==> config.mk <==
export PLATFORM = sky130hd
export DESIGN_NAME = fifo_wr_arb
export DESIGN_NICKNAME = d
export VERILOG_FILES = /design/src/rtl/fifo_wr_arb.sv
export SDC_FILE = /design/constraint.sdc
export NUM_CORES = 1
export LEC_CHECK = 0
export ABC_AREA = 1
export BUFFER_PORTS_ARGS = -buffer_cell sky130_fd_sc_hd__buf_4
export CAP_MARGIN = 20
export CORE_AREA = 2 2 115 117
export DETAILED_ROUTE_END_ITERATION = 10
export DIE_AREA = 0 0 117 119
export SYNTH_ARGS = -nofsm -noshare
export SYNTH_HDL_FRONTEND = slang
export SYNTH_SLANG_ARGS = --single-unit
==> constraint.sdc <==
create_clock -name wr_clk -period 2.05 [get_ports wr_clk]
set_clock_uncertainty 0.1 [all_clocks]
set_input_delay 0.205 -clock wr_clk [delete_from_list [all_inputs] [get_ports wr_clk]]
set_output_delay 0.205 -clock wr_clk [all_outputs]
set_load 0.01 [all_outputs]
==> src/rtl/fifo_wr_arb.sv <==
// ============================================================================
// fifo_wr_arb: packet round-robin arbiter for the link FIFO write port. Build with ARB_STATS_EN for per-requester packet counters.
// Revision: 1.0
// ============================================================================
`default_nettype none

module fifo_wr_arb #(
    parameter int DATA_WIDTH    = 44,
    parameter int DEPTH_WIDTH   = 9,
    parameter int MAX_PKT_WORDS = 64
) (
    input  logic                   wr_clk,
    input  logic                   wr_rst,
    input  logic [1:0]             req_valid,
    input  logic [1:0]             req_last,
    input  logic [DATA_WIDTH-1:0]  req_data0,
    input  logic [DATA_WIDTH-1:0]  req_data1,
    output logic [1:0]             req_ready,
    output logic                   fifo_wr_en,
    output logic [DATA_WIDTH-1:0]  fifo_wr_data,
    input  logic                   fifo_wr_full,
    input  logic [DEPTH_WIDTH:0]   fifo_wr_water_level,
    output logic [1:0]             grant,
    output logic                   err_oversize,
    output logic [15:0]            pkt_cnt0,
    output logic [15:0]            pkt_cnt1
);

    localparam int                 C_LVL_W     = DEPTH_WIDTH + 2;
    localparam logic [C_LVL_W-1:0] C_MAX_PKT   = C_LVL_W'(MAX_PKT_WORDS);
    localparam logic [C_LVL_W-1:0] C_CAPACITY  = C_LVL_W'(2 ** DEPTH_WIDTH);
    localparam logic [7:0]         C_LAST_BEAT = 8'(MAX_PKT_WORDS - 1);

    typedef enum logic [1:0] {
        S_IDLE = 2'd0,
        S_XFER = 2'd1,
        S_DROP = 2'd2,
        S_HOLD = 2'd3
    } state_t;

    state_t                  state_q, state_d;
    logic [1:0]              grant_q, grant_d;
    logic                    last_grant_q, last_grant_d;
    logic [7:0]              beat_cnt_q, beat_cnt_d;
    logic                    hold_cnt_q, hold_cnt_d;
    logic                    wr_en_q, wr_en_d;
    logic [DATA_WIDTH-1:0]   wr_data_q, wr_data_d;
    logic                    err_q, err_d;

    logic [C_LVL_W-1:0]      w_level_sum;
    logic                    w_space_ok;
    logic                    w_gidx;
    logic                    w_beat_valid;
    logic                    w_beat_last;
    logic [DATA_WIDTH-1:0]   w_beat_data;
    logic                    w_accept;
    logic                    w_pick;

    // Admission needs room for a full maximum-size packet, so a granted
    // packet never sees back-pressure under normal operation.
    assign w_level_sum  = {1'b0, fifo_wr_water_level} + C_MAX_PKT;
    assign w_space_ok   = (w_level_sum <= C_CAPACITY) && !fifo_wr_full;

    assign w_gidx       = grant_q[1];
    assign w_beat_valid = req_valid[w_gidx];
    assign w_beat_last  = req_last[w_gidx];
    assign w_beat_data  = w_gidx ? req_data1 : req_data0;
    assign w_accept     = w_beat_valid && req_ready[w_gidx];
    assign w_pick       = (&req_valid) ? ~last_grant_q : req_valid[1];

    always_comb begin
        req_ready = 2'b00;
        case (state_q)
            S_XFER:  req_ready[w_gidx] = !fifo_wr_full;
            S_DROP:  req_ready[w_gidx] = 1'b1;
            default: req_ready = 2'b00;
        endcase
    end

    always_comb begin
        state_d      = state_q;
        grant_d      = grant_q;
        last_grant_d = last_grant_q;
        beat_cnt_d   = beat_cnt_q;
        hold_cnt_d   = hold_cnt_q;
        wr_en_d      = 1'b0;
        wr_data_d    = wr_data_q;
        err_d        = 1'b0;
        case (state_q)
            S_IDLE: begin
                if (w_space_ok && (|req_valid)) begin
                    state_d      = S_XFER;
                    grant_d      = w_pick ? 2'b10 : 2'b01;
                    last_grant_d = w_pick;
                    beat_cnt_d   = 8'd0;
                end
            end
            S_XFER: begin
                if (w_accept) begin
                    wr_en_d    = 1'b1;
                    wr_data_d  = w_beat_data;
                    beat_cnt_d = beat_cnt_q + 8'd1;
                    if (w_beat_last) begin
                        state_d    = S_HOLD;
                        grant_d    = 2'b00;
                        hold_cnt_d = 1'b0;
                    end else if (beat_cnt_q == C_LAST_BEAT) begin
                        state_d = S_DROP;
                        err_d   = 1'b1;
                    end
                end
            end
            S_DROP: begin
                if (w_accept && w_beat_last) begin
                    state_d    = S_HOLD;
                    grant_d    = 2'b00;
                    hold_cnt_d = 1'b0;
                end
            end
            S_HOLD: begin
                // Two idle cycles let the water level catch up with the last write.
                hold_cnt_d = 1'b1;
                if (hold_cnt_q) begin
                    state_d = S_IDLE;
                end
            end
            default: state_d = S_IDLE;
        endcase
    end

    always_ff @(posedge wr_clk) begin
        if (wr_rst) begin
            state_q      <= S_IDLE;
            grant_q      <= 2'b00;
            last_grant_q <= 1'b1;
            beat_cnt_q   <= 8'd0;
            hold_cnt_q   <= 1'b0;
            wr_en_q      <= 1'b0;
            wr_data_q    <= '0;
            err_q        <= 1'b0;
        end else begin
            state_q      <= state_d;
            grant_q      <= grant_d;
            last_grant_q <= last_grant_d;
            beat_cnt_q   <= beat_cnt_d;
            hold_cnt_q   <= hold_cnt_d;
            wr_en_q      <= wr_en_d;
            wr_data_q    <= wr_data_d;
            err_q        <= err_d;
        end
    end

    assign grant        = grant_q;
    assign fifo_wr_en   = wr_en_q;
    assign fifo_wr_data = wr_data_q;
    assign err_oversize = err_q;

`ifdef ARB_STATS_EN
    logic [15:0] pkt_cnt0_q;
    logic [15:0] pkt_cnt1_q;
    logic        w_pkt_done;

    // Only packets that finish inside XFER count; truncated ones end in DROP.
    assign w_pkt_done = (state_q == S_XFER) && w_accept && w_beat_last;

    always_ff @(posedge wr_clk) begin
        if (wr_rst) begin
            pkt_cnt0_q <= 16'd0;
            pkt_cnt1_q <= 16'd0;
        end else if (w_pkt_done) begin
            if (w_gidx) begin
                pkt_cnt1_q <= pkt_cnt1_q + 16'd1;
            end else begin
                pkt_cnt0_q <= pkt_cnt0_q + 16'd1;
            end
        end
    end

    assign pkt_cnt0 = pkt_cnt0_q;
    assign pkt_cnt1 = pkt_cnt1_q;
`else
    assign pkt_cnt0 = 16'd0;
    assign pkt_cnt1 = 16'd0;
`endif

endmodule

`default_nettype wire
# == Word level (Yosys, flattened, before mapping) ==
# Cells that the tools add are included.
# op_classes
n_addsub,2
n_lt_le_gt_ge,3
n_eq_ne,10
n_mux,33
bitwise_logic,4
n_reduce_logical,20
# ops
cell,count
44-bit two-way mux,1
2-bit two-way mux,11
8-bit two-way mux,2
8-bit case mux with 2 select lines,1
1-bit two-way mux,13
10-bit by 7-bit adder with 11-bit output (second input constant),1
11-bit by 10-bit less-or-equal comparator with 1-bit output (second input constant),1
2-bit != test (second input constant),5
5-bit AND reduction,2
8-bit by 1-bit adder with 8-bit output (second input constant),1
8-bit by 6-bit == test with 1-bit output (second input constant),1
2-bit case mux with 4 select lines,1
2-bit case mux with 3 select lines,1
2-bit AND reduction,3
3-bit nonzero test,2
1-bit logical AND,5
2-bit == test (second input constant),2
2-bit case mux with 2 select lines,1
4-bit AND reduction,1
2-bit OR reduction,2
4-bit OR reduction,1
3-bit != test (second input constant),1
1-bit inverter,3
1-bit case mux with 3 select lines,1
9 further kinds,9
# word_totals
register_bits,60
inputBits,105
out_inout_bits,82
word_cells,80

# == Depth between registers and ports, before layout ==
# depth
word_depth,12
depth_mapped,12

# == Worst setup path after synthesis ==
# Ideal clock, no wire load.
# synth_path
path_type,register -> register
start,reg state_q[0]
end,reg beat_cnt_q[1]
setup_ps,129
arrival_ps,1472
required_ps,1821
slack_ps,349
stages_incl_launch_ff,12
n_path_buf,1
synth_period_minus_slack_ps,1701
cell_sequence,dfxtp_1 -> ha_1 -> buf_6 -> inv_6 -> o21bai_4 -> nand3_2 -> a21oi_2 -> nand2_4 -> clkinv_4 -> nand2_1 -> o21ai_1 -> nor2_1
# synth_via
elab_chain_cells,7
elab_cells_between_ends,12
# synth_rtl
item,line,source
from (decl),41,"state_t state_q, state_d;"
from (signal assigned),142,state_q <= state_d;
2-bit == test / 2-bit by 1-bit == test with 1-bit output (equally long branches),"73, 89",
2-bit case mux with 2 select lines,73,case (state_q)
1-bit two-way mux (not written as such) (2 in series),68,assign w_accept = w_beat_valid && req_ready[w_gidx];
1-bit logical AND,68,
2-bit != test (no line),n/a,
3-bit AND reduction (no line),n/a,
to (signal assigned),145,beat_cnt_q <= beat_cnt_d;
to (decl),44,"logic [7:0] beat_cnt_q, beat_cnt_d;"
# Parallel ways exist; a longest one is shown, timed or not. The select of a mux whose other input is x is not followed.
# A chain may end at the register's enable or synchronous reset.

# == Worst setup path after layout ==
# layout_path
start,reg state_q[0]
end,out req_ready[0]
# layout_via
elab_chain_cells,2
elab_cells_between_ends,3
# layout_rtl
item,line,source
2-bit == test / 2-bit by 1-bit == test with 1-bit output (equally long branches),73,
2-bit case mux with 2 select lines *,73,
to (decl),18,"output logic [1:0] req_ready,"
# Every way passes the cells marked *; elsewhere a longest branch is shown, timed or not.

==> flow_summary.toml <==
[run_status]
status = "completed"

[global_routing]
grt.overflow.total = 0
grt_pass1_wl_um = 14500
first_global_vias = 3007
grt_max_degree = 45
grtUsageTotal = 0.131
antenna_found_initial = 0

[yosys]
syn_area_um2 = 3140
syn_area_per_cell_um2 = 7.34
synth_edf_count = 0
async_reset_ff_frac = 0
ys.flop_type = "dfxtp_1"
syn_inst = 427
ys_seq_elements = 60
ys_types = 35
yosys_warnings = 0
ys_seq_area_frac = 0.383

[drt]
antenna_left = 0
via_per_inst = 4.34
wl_per_cell_um = 12.2
drt_pass1_iterations = 4
drt_iter0_drc = 132
drc = 0
wl_um = 9240
num_vias = 3287

[clocking]
clk_pin_slew_ns = 0.05
clockBufferDepth = 2
clkLatencyLatePin_ns = 0.32
cts_tree = "built"
cts_hold_buf = 0
h-tree-depth = 3
cts_setup_buffers = 0
cts-resized-gates = 0
cts_num_sinks = 60
root_buffer = "clkbuf_16"
numCtsBuffers = 9

[sta]
rsz0062_at_grt = "false"
setup_tns_ns = 0
maxSlewViolCount = 0
hold_violations = 0
setup_viol = 0
fmax_ghz = 0.523
period_share = 0.933
min_period_ns = 1.91

[placement]
gp_congestion = 0.807
place_inst = 742
port_buffers = 154
detailed_place_hpwl_um = 6860

[critical_path]
critical_path.startpoint_type = "flip-flop"
rr_startpoint = "state_q[0]$_SDFFE_PP0P_"
cp.required_ns = 1.75
cp-startpoint = "state_q[0]$_SDFFE_PP0P_"
timing.setup.critical_path_class = "flip-flop to output pin"
cp.arrival_ns = 1.61
cp_max_fo = 6
endpoint_kind = "output pin"

[final_layout]
nets = 687
final_util = 0.362
syn2layout_area_growth_pct = 48.5
layout.cells.non_filler = 758
final_layout_size_suffix_gt1_frac = 0.338
diodes = 0

[floorplan]
ios = 187
die_x_um = 117
die_h_um = 119
initial_core_util = 0.244
die_area_um2 = 13900
rows = 42
coreArea_um2 = 12900

[run]
drv_cap = 0

[hold_path]
min_path_type = "input pin to flip-flop"
min_from = "wr_rst"

[power]
power.density_nw_per_um2 = 995
p_leak_nw = 2.16
irDropWorstVdd_v = 0.000516
-- synthesized netlist by cell type, types with 4 or more instances --
| master | n | area share |
|---|---|---|
| buf_2 | 4 | 0.0064 |
| buf_6 | 7 | 0.025 |
| nand3_1 | 8 | 0.013 |
| buf_4 | 34 | 0.081 |
| clkbuf_1 | 13 | 0.016 |
| nor3_1 | 4 | 0.0064 |
| ha_1 | 5 | 0.020 |
| a31oi_1 | 44 | 0.088 |
| a21oi_1 | 8 | 0.013 |
| dfxtp_1 | 60 | 0.38 |
| xor2_1 | 4 | 0.011 |
| nor2_1 | 25 | 0.030 |
| o21ai_0 | 12 | 0.019 |
| nand2_1 | 130 | 0.16 |
| o21ai_1 | 38 | 0.061 |
| inv_1 | 10 | 0.012 |
-- final cells by class --
cell class                 count  area (µm²)
fill                        1350        8220
multi-input combinational    326        1580
timing repair buffer         166        1260
sequential                    60        1200
clock buffer                  10         239
tap                          176         220
clock inverter                 6        87.6
inverter                      14        65.1
-- power breakdown --
part	total (mW)	switching [mW]	internal [mW]
Clock	1.64	0.547	1.09
Combinational	1.65	1.06	0.588
Sequential	1.34	0.0747	1.26
-- metal layers --
metal	GRT usage	up-vias	wire length, µm
li1	-	1667	-
met4	0.0382	0	97
met1	0.159	1503	3970
met2	0.229	111	4700
met3	0.0290	6	476
met5	0	-	0
-- cells by family after synthesis --
| group | count (synthesis) | share of synthesized area |
|---|---|---|
| xor gates and xnor gates | 5 | 0.0140 |
| AOI/OAI and AO/OA | 107 | 0.197 |
| adders and majority gates | 5 | 0.0200 |
| and+or+nand+nor | 177 | 0.235 |
| DFF | 60 | 0.383 |
| other | 1 | 0.00120 |
| buffers and inverters | 72 | 0.149 |
-- stage by stage --
step           setup WS [ns]  hold WS [ns]  area, µm²  power, mW
2_1_floorplan          0.349         0.265       3250       2.54
3_3_place_gp           0.259         0.344       4330       2.99
3_5_place_dp           0.135         0.358       4330       3.02
4_1_cts                0.102        0.0300       4660       4.70
5_1_grt               0.0106        0.0396       4660       4.94
6_report               0.137        0.0473       4660       4.63
-- flip-flops by register name, summed over array words and instances, names as in the netlist --
register and cells:
last_grant_q 1, state_q 2, fifo_wr_data 44, hold_cnt_q 1, beat_cnt_q 8, grant 2
fifo_wr_en 1, err_oversize 1
-- placed cells by master, fill, tap and decap left out, types with 2 or more instances in the layout --
cell type	n
o21ai_0	12
nor2_1	25
a21oi_2	2
inv_1	10
a21oi_1	8
nand3_1	8
o21ai_1	38
clkbuf_16	9
nand2_4	2
clkinvlp_4	3
bufinv_16	2
nor3_1	4
nand2_1	130
a31oi_1	44
buf_4	165
conb_1	32
xor2_1	4
ha_1	5
dfxtp_1	59
-- path summary, 6_finish.rpt --
path	end	slack, ns	cells past startpoint
worst max-delay path	req_ready[0]	0.14	5
worst min-delay path	beat_cnt_q[2]$_SDFFE_PP0P_	0.05	2
worst max register to register	fifo_wr_data[27]$_SDFFE_PP0P_	0.14	7
worst min register to register	beat_cnt_q[5]$_SDFFE_PP0P_	0.37	2
-- worst max-delay path, stage by stage, from the launching register on --
cell     delay [ns]
dfxtp_1        0.41
inv_1          0.09
ha_1           0.43
nand2_1        0.13
nor2_1         0.11
buf_4          0.13
(Power assumes the default switching activity.)
